[src/rtl/sample_demux_8.sv]
// Packet demultiplexer: routes whole input packets into one of two FWFT byte FIFOs (A/B).
// Optional per-channel accepted-byte counters when DEMUX_STATS_EN is defined.

module sample_demux_8_fifo #(
  parameter int DEPTH = 4
) (
  input  logic       clk,
  input  logic       rst_n,
  input  logic       push_i,
  input  logic [8:0] wdata_i,
  input  logic       pop_i,
  output logic       full_o,
  output logic       empty_o,
  output logic [8:0] head_o
);
  localparam int AW = $clog2(DEPTH);

  logic [8:0]  mem [DEPTH];
  logic [AW:0] wr_ptr_q, wr_ptr_d;
  logic [AW:0] rd_ptr_q, rd_ptr_d;
  logic [8:0]  head_q, head_d;

  assign full_o  = (wr_ptr_q[AW] != rd_ptr_q[AW]) &&
                   (wr_ptr_q[AW-1:0] == rd_ptr_q[AW-1:0]);
  assign empty_o = (wr_ptr_q == rd_ptr_q);
  assign head_o  = head_q;

  always_comb begin
    wr_ptr_d = wr_ptr_q + {{AW{1'b0}}, push_i};
    rd_ptr_d = rd_ptr_q + {{AW{1'b0}}, pop_i};
    // The incoming byte becomes the head when it lands exactly at the new read pointer.
    if (push_i && (rd_ptr_d == wr_ptr_q)) begin
      head_d = wdata_i;
    end else begin
      head_d = mem[rd_ptr_d[AW-1:0]];
    end
  end

  always_ff @(posedge clk) begin
    if (push_i) begin
      mem[wr_ptr_q[AW-1:0]] <= wdata_i;
    end
  end

  always_ff @(posedge clk or negedge rst_n) begin
    if (!rst_n) begin
      wr_ptr_q <= '0;
      rd_ptr_q <= '0;
      head_q   <= '0;
    end else begin
      wr_ptr_q <= wr_ptr_d;
      rd_ptr_q <= rd_ptr_d;
      head_q   <= head_d;
    end
  end
endmodule

module sample_demux_8 #(
  parameter int DEPTH = 4
) (
  input  logic        clk,
  input  logic        rst_n,
  input  logic [7:0]  in_data,
  input  logic        in_valid,
  input  logic        in_last,
  input  logic        in_sel,
  output logic        in_ready,
  output logic [7:0]  a_data,
  output logic        a_valid,
  input  logic        a_ready,
  output logic        a_last,
  output logic [7:0]  b_data,
  output logic        b_valid,
  input  logic        b_ready,
`ifdef DEMUX_STATS_EN
  output logic [15:0] a_count,
  output logic [15:0] b_count,
`endif
  output logic        b_last
);
  typedef enum logic [1:0] {IDLE, ROUTE_A, ROUTE_B} state_t;

  state_t     state_q;
  logic       live_q;
  logic       sel_a;
  logic       a_full, a_empty, b_full, b_empty;
  logic       accept, push_a, push_b, pop_a, pop_b;
  logic [8:0] a_head, b_head;

  // Channel choice: live in_sel between packets, locked channel inside a packet.
  assign sel_a    = (state_q == IDLE) ? in_sel : (state_q == ROUTE_A);
  assign in_ready = live_q & ~(sel_a ? a_full : b_full);
  assign accept   = in_valid & in_ready;
  assign push_a   = accept & sel_a;
  assign push_b   = accept & ~sel_a;

  assign a_valid  = ~a_empty;
  assign b_valid  = ~b_empty;
  assign pop_a    = a_valid & a_ready;
  assign pop_b    = b_valid & b_ready;
  assign a_data   = a_head[7:0];
  assign a_last   = a_head[8];
  assign b_data   = b_head[7:0];
  assign b_last   = b_head[8];

  always_ff @(posedge clk or negedge rst_n) begin
    if (!rst_n) begin
      state_q <= IDLE;
      live_q  <= 1'b0;
    end else begin
      live_q <= 1'b1;
      if (accept) begin
        case (state_q)
          IDLE:    if (!in_last) state_q <= in_sel ? ROUTE_A : ROUTE_B;
          ROUTE_A: if (in_last)  state_q <= IDLE;
          ROUTE_B: if (in_last)  state_q <= IDLE;
          default: state_q <= IDLE;
        endcase
      end
    end
  end

  sample_demux_8_fifo #(.DEPTH(DEPTH)) u_fifo_a (
    .clk     (clk),
    .rst_n   (rst_n),
    .push_i  (push_a),
    .wdata_i ({in_last, in_data}),
    .pop_i   (pop_a),
    .full_o  (a_full),
    .empty_o (a_empty),
    .head_o  (a_head)
  );

  sample_demux_8_fifo #(.DEPTH(DEPTH)) u_fifo_b (
    .clk     (clk),
    .rst_n   (rst_n),
    .push_i  (push_b),
    .wdata_i ({in_last, in_data}),
    .pop_i   (pop_b),
    .full_o  (b_full),
    .empty_o (b_empty),
    .head_o  (b_head)
  );

`ifdef DEMUX_STATS_EN
  logic [15:0] a_count_q, b_count_q;

  always_ff @(posedge clk or negedge rst_n) begin
    if (!rst_n) begin
      a_count_q <= '0;
      b_count_q <= '0;
    end else begin
      if (push_a) a_count_q <= a_count_q + 16'd1;
      if (push_b) b_count_q <= b_count_q + 16'd1;
    end
  end

  assign a_count = a_count_q;
  assign b_count = b_count_q;
`endif
endmodule

[config.mk]
export PLATFORM = sky130hd
export DESIGN_NAME = sample_demux_8
export DESIGN_NICKNAME = d
export VERILOG_FILES = /design/src/rtl/sample_demux_8.sv
export SDC_FILE = /design/constraint.sdc
export NUM_CORES = 1
export LEC_CHECK = 0
export CAP_MARGIN = 40
export CORE_MARGIN = 2
export CORE_UTILIZATION = 40
export CTS_CLUSTER_DIAMETER = 120
export CTS_CLUSTER_SIZE = 10
export DETAILED_ROUTE_END_ITERATION = 8
export GPL_ROUTABILITY_DRIVEN = 0
export SLEW_MARGIN = 25
export SYNTH_ARGS = -nofsm -noshare
export SYNTH_HDL_FRONTEND = slang
export SYNTH_SLANG_ARGS = --single-unit
[constraint.sdc]
create_clock -name clk -period 3.8 [get_ports clk]
set_input_delay 0.76 -clock clk [delete_from_list [all_inputs] [get_ports clk]]
set_output_delay 0.76 -clock clk [all_outputs]
set_load 0.01 [all_outputs]
# After elaboration in Yosys (flattened, before gate mapping)
# Memories as Yosys holds them, arrays and structs flattened.
# Index checks and enable logic that the tools add are counted.
# W data, S select, Z words.
# totals
memories	2
out_inout_bits	21
ram_bits	72
in_bits	15
word_cells	55
register_bits	33
mem_bits_ro	0
latchBits	0
# memory_table
memory	words	word_bits	rd	rd_clocked_by_memory_dff	write_ports	line_no	text
u_fifo_a.mem	4	9	1	0	1	18	logic [8:0] mem [DEPTH];
u_fifo_b.mem	4	9	1	0	1	18	
# op_classes
shifts	0
div	0
n_eq_ne	12
n_reduce_logical	7
n_mul	0
n_addsub	4
mux	12
n_bitwise	10
order_cmp	0
# op_table
cell	n
$mux W9	2
$add A3 B1 Y3	4
$eq A3 B3 Y1	4
$and A1 B1 Y1	6
$mux W1	6
$mux W2	3
$eq A2 B2 Y1	2
$logic_and A1 B1 Y1	4
$not A1 Y1	4
$pmux W2 S2	1
$reduce_and A3 Y1	1
$eq A2 B1 Y1 const B	1
$eq A2 B2 Y1 const B	1
$logic_not A2 Y1	1
$ne A1 B1 Y1	2
$ne A2 B1 Y1 const B	1
$ne A2 B2 Y1 const B	1
$reduce_or A2 Y1	1

# Longest topological paths before layout
# depth
word_depth	9
depth_mapped	10
depth_no_buf	9

# Hierarchy
# From an unflattened synthesis, not the netlist that was laid out.
# unflattened
cells_unflattened	208
area_unflattened_um2	4197.8
# modules_own_cells
mod	area_per_inst_um2	n_inst	seq_area_each_um2	cells_per_inst
sample_demux_8_fifo at u_fifo_b	1978.1	1	1456.4	92
sample_demux_8_fifo at u_fifo_a	1975.6	1	1456.4	92
sample_demux_8	244.0	1	75.1	24

# Worst setup path after synthesis
# No wires, ideal clock.
# synth_timing
path_kind	reg-to-reg
startpoint	register u_fifo_b.wr_ptr_q[0]
endpoint	register u_fifo_b.head_q[2] (netlist: u_fifo_b.head_o[2])
path_buffers	1
path_slack_ns	1.046
path_stages_with_launch	11
synth_period_minus_slack_ns	2.754
t_arrival_ns	2.627
setup_time_ns	0.128
required_ns	3.672
path_cell_list	dfrtp_1 -> xnor2_1 -> nand3_1 -> and2_1 -> ha_1 -> ha_1 -> buf_2 -> xor2_1 -> nor4_4 -> o21ai_4 -> mux2_1
# synth_via
elab_cells_between_ends	15
classes_between	add/sub (1); eq/ne (3); mux (2); bitwise (6); reduce/logical (2); memory (1)
# synth_rtl
item	line_no	text
start: declaration	19	logic [AW:0] wr_ptr_q, wr_ptr_d;
start signal: assignment	51	wr_ptr_q <= wr_ptr_d;
$eq A3 B3 Y1 *	25	assign empty_o = (wr_ptr_q == rd_ptr_q);
$not A1 Y1 *	98	assign b_valid = ~b_empty;
named net b_valid	73	output logic b_valid,
$and A1 B1 Y1 *	100	assign pop_b = b_valid & b_ready;
$add A3 B1 Y3 *	30	rd_ptr_d = rd_ptr_q + {{AW{1'b0}}, pop_i};
named net u_fifo_b.rd_ptr_d[1]	20	logic [AW:0] rd_ptr_q, rd_ptr_d;
parallel branches: the longest is 2 deep, another holds $mem_v2 Z4 W9	-	
$mux W9 *	32	if (push_i && (rd_ptr_d == wr_ptr_q)) begin
named net u_fifo_b.head_d[2]	21	logic [8:0] head_q, head_d;
end signal: assignment	49	head_q <= '0;
end signal: assignment	53	head_q <= head_d;
end: declaration	21	
# Mark *: on every way through the listed nets, which the timed path passes.
# A chain may end at the register's enable or synchronous reset.

# Final worst setup path
# layout_timing
startpoint	input port in_sel
endpoint	output port in_ready
# layout_via
elab_chain_len	4
# layout_lines
item	line_no	text
start: declaration	66	input logic in_sel,
$mux W1	91	assign sel_a = (state_q == IDLE) ? in_sel : (state_q == ROUTE_A);
$mux W1	92	assign in_ready = live_q & ~(sel_a ? a_full : b_full);
$not A1 Y1	92	
$and A1 B1 Y1	92	
end: declaration	67	output logic in_ready,
# Every way passes these cells.

==> results.md <==
- Dominant combinational cell family by area after synthesis: multiplexers
- Library cell appearing most often on the critical path: clkdlybuf4s50_1
- Slew of the pin with the lowest slew margin: around 530 ps
- Switching pwr: around 1.3 mW
- Worst Hold Margin: around 300 ps
- Unrepaired setup endpoints after global routing: false
- Post-CTS Setup Repair Bufs: 0
- Simple-gate share of the synthesized area: just over 4%
- Worst path cell trace: clkdlybuf4s50_1 > mux2i_1 > nand4_1 > and3_1 > clkdlybuf4s50_1
- Mapped cell area: 0.00425 mm^2
- Sequential share of the synthesized area: a little over two thirds
- Commonest non-fill, non-tap cell in the layout: edfxtp_1
- Data arrival time at the worst-slack endpoint: between 2000 and 3000 ps
- Power consumption: 4.13 mW
- First-iteration detailed-routing DRC count: 63
- Area of the die: between 0.01 and 0.015 mm^2
- Clk pin slew, worst setup/hold paths: 100 ps
- Proportion of layout cells with a drive suffix above 1: 25.9%
- Worst relative slew slack: roughly 64%
- Cell at the slowest stage of the critical path: clkdlybuf4s50_1
- Area of the multi-input gates: 0.00122 mm^2
- Most frequently used flop master after synthesis: edfxtp_1
- Number of enable flip-flop cells after synthesis: a little over 70
- Via count of the first global-routing pass: about 2100
- Number of sinks on the clock net: between 100 and 150
- Final core area utilization: 49.1%
- Maximum count of clock buffers along a single path: 2
- TritonCTS clock tree: yes
- Synth-to-Final Area Change: 19.3%
- Number of storage elements in the synthesis netlist: 105
- Area of the core: 0.0103 mm^2
- Final hold violations: 0
- First-pass GRT wire length: around 12000 um
- Clock network fraction of total power: 18.5%
- Nets: 298
- Chip Height: 107 um
- Required time of the critical path: a little over 3000 ps
- Post-route minimum period: between 3000 and 4000 ps
- Count of buffers from port buffering: 35
- Congestion Overflow GR: 0
- Switching part of the total: 32.0%
- Maximum number of pins on one net before global-route repair: 21
- Detailed-route wire length: 7410 um
- Post-Layout Inst Area: 0.00507 mm^2
- Footprint of the flip-flops and latches: about 0.003 mm^2
- Setup slack at placement: around 470 ps
- Number of slew-limit violations in the final report: 0
- H-tree depth: 3
- Sum Neg Setup Slack: 0 ps
- Syn_nets: about 250
- Cell count after placement: 398
- Post-synthesis compound-gate area fraction: approximately 3.0%
- DR pass1 iterations: 4
- Stage delay of the slowest cell on the critical path: around 470 ps
- Routed length per instance: between 15 and 20 um
- Multiplexer area fraction after synthesis: between 10% and 20%
- Max Clock Freq: roughly 0.3 GHz
- Synthesized instance count: 220
- Final instance count without filler cells: a little over 400
- Number of antenna repair diodes: 0
- Cell Area, Placed: 0.00485 mm^2
- Int Pwr: approximately 2.8 mW
- Average instance area after synthesis: between 15 and 20 um^2
- Highest-count cells in the layout ignoring fill and taps: edfxtp_1 (72), clkdlybuf4s50_1 (34), dfrtp_1 (33), mux4_2 (18), mux2_2 (13)
- Maximum clock skew at final layout: about 7.8 ps
- Setup ws final: ~450 ps
- Width of the die: roughly 110 um
- Warnings from Yosys: 0
- Clock insertion delay at the later pin of the skew report: roughly 360 ps
- Outcome: completed
- Via count of the routed design: about 2100
- Ys async rst share: 31.4%
- Post-Synth Adder-Cell Area: ~2.9%
- Xor and xnor area share after synthesis: about 3.3%
- Max-cap check violation count: 0
- Setup-violating endpoint count in the final report: 0
- Start-to-end type of the worst setup path: primary input to output port
- Number of remaining DRC errors: 0
- Effective utilization at floorplan: between 40% and 50%
- Crit-path max FO: 4
- Power density over the cells: between 800 and 900 mW/mm^2
- Lkg Pwr: about 1.8 nW
- Crit share post-route: 88.2%
- Number of distinct library cell variants in the gate-level netlist after synthesis: 30
- Cell at the root of the clock tree: clkbuf_8
- Worst min-delay path category: primary input to asynchronous set/reset pin
- Half-perimeter wire length after placement: between 4000 and 5000 um
- Ports placed on the boundary: 36
- Highest ir drop seen on vdd: 0.406 mV
- Row Count: 37
- Average vias per placed instance: 5.03
- Power share of the combinational group: a little over two fifths
- CTS buffer count: 9
- Critical path endpoint category: output port
- Number of nets with antenna violations after routing: 0
- Number of gates resized after cts: 0
- Global routing usage summed across all routing layers: approximately 14%
- Number of antenna violations at the first check in global routing: 0
- Seq pwr share: between 30% and 40%
- Critical path launch point type: primary input
- Fillers: about 860
- Cts-stage hold buffer count: 0
==> layout make-up <==
type	instances	area share [%]
Clock inverter	7	1.97
Sequential cell	105	58.9
Inverter	7	0.518
Tap cell	136	3.35
Multi-Input combinational cell	104	24.0
Clock buffer	9	2.44
Timing Repair Buffer	46	8.83
==> path summary, 6_finish.rpt <==
kind                                                start                           end  slack, ps  depth (start not counted)
setup / recovery                                   in_sel                      in_ready        450                          5
hold / removal                                      rst_n  u_fifo_a.head_o[1]$_DFF_PN0_        300                          1
setup reg to reg           u_fifo_b.wr_ptr_q[1]$_DFF_PN0_  u_fifo_b.head_o[2]$_DFF_PN0_        910                          7
hold reg to reg                    state_q[1]$_DFFE_PN0P_        state_q[1]$_DFFE_PN0P_        510                          1
max in group asynchronous                           rst_n        state_q[0]$_DFFE_PN0P_       3060                          2
min in group clk                   state_q[1]$_DFFE_PN0P_        state_q[1]$_DFFE_PN0P_        510                          1
==> cell usage after synthesis, types with 2 or more instances <==
cell / number / area share, %
nor3b_1: 2 / 0.35
and3_1: 2 / 0.29
ha_1: 10 / 2.9
xnor2_1: 6 / 1.2
xor2_1: 10 / 2.1
edfxtp_1: 72 / 51
mux4_2: 18 / 9.5
a41oi_1: 2 / 0.41
nand2_1: 5 / 0.44
mux2_2: 13 / 3.4
a211oi_2: 2 / 0.59
nor2_1: 8 / 0.71
and2_1: 2 / 0.29
nand3_1: 3 / 0.35
nor4_4: 2 / 1.0
o2bb2ai_1: 2 / 0.41
o21ai_4: 2 / 0.76
dfrtp_1: 33 / 19
buf_2: 3 / 0.35
nand4_1: 2 / 0.29
inv_1: 7 / 0.62
a311oi_2: 2 / 0.71
mux2_4: 5 / 1.8
==> cell families after synthesis <==
kind of cell | after synthesis
flip-flops | 105
multiplexers | 38
AND/OR/NAND/NOR | 28
XOR/XNOR | 16
AO/OA/AOI/OAI | 11
buffers and inverters | 11
adder cells (fa/ha/maj) | 10
other | 1
==> worst max-delay path: cells and delay by family <==
kind,cells,cell delay [ps]
simple gates,2,480
mux,1,410
buf+inv,2,930
==> routing by layer <==
metal	vias to the layer above	wire length (um)	track usage, %
li1	964	-	-
met1	1067	3610	20.9
met2	40	3470	21.4
met3	12	237	2.31
met4	0	87	5.29
met5	-	0	0
==> state kept, by name (all words and copies together), names as in the netlist <==
signal / count
u_fifo_b.rd_ptr_q: 3
u_fifo_b.head_o: 9
u_fifo_a.wr_ptr_q: 3
live_q: 1
u_fifo_a.rd_ptr_q: 3
state_q: 2
u_fifo_a.mem: 36
u_fifo_b.mem: 36
u_fifo_a.head_o: 9
u_fifo_b.wr_ptr_q: 3
==> power groups by stage <==
| stage | combinational, mW | sequential (mW) | clock (mW) |
|---|---|---|---|
| 4_1_cts | 1.80 | 1.61 | 0.788 |
| 3_5_place_dp | 1.79 | 1.64 | 0 |
| 5_1_grt | 1.92 | 1.64 | 0.850 |
| 6_report | 1.76 | 1.61 | 0.763 |
| 2_1_floorplan | 1.18 | 1.67 | 0 |
| 3_3_place_gp | 1.77 | 1.63 | 0 |
Note: power is estimated with default switching activity, not from simulation.
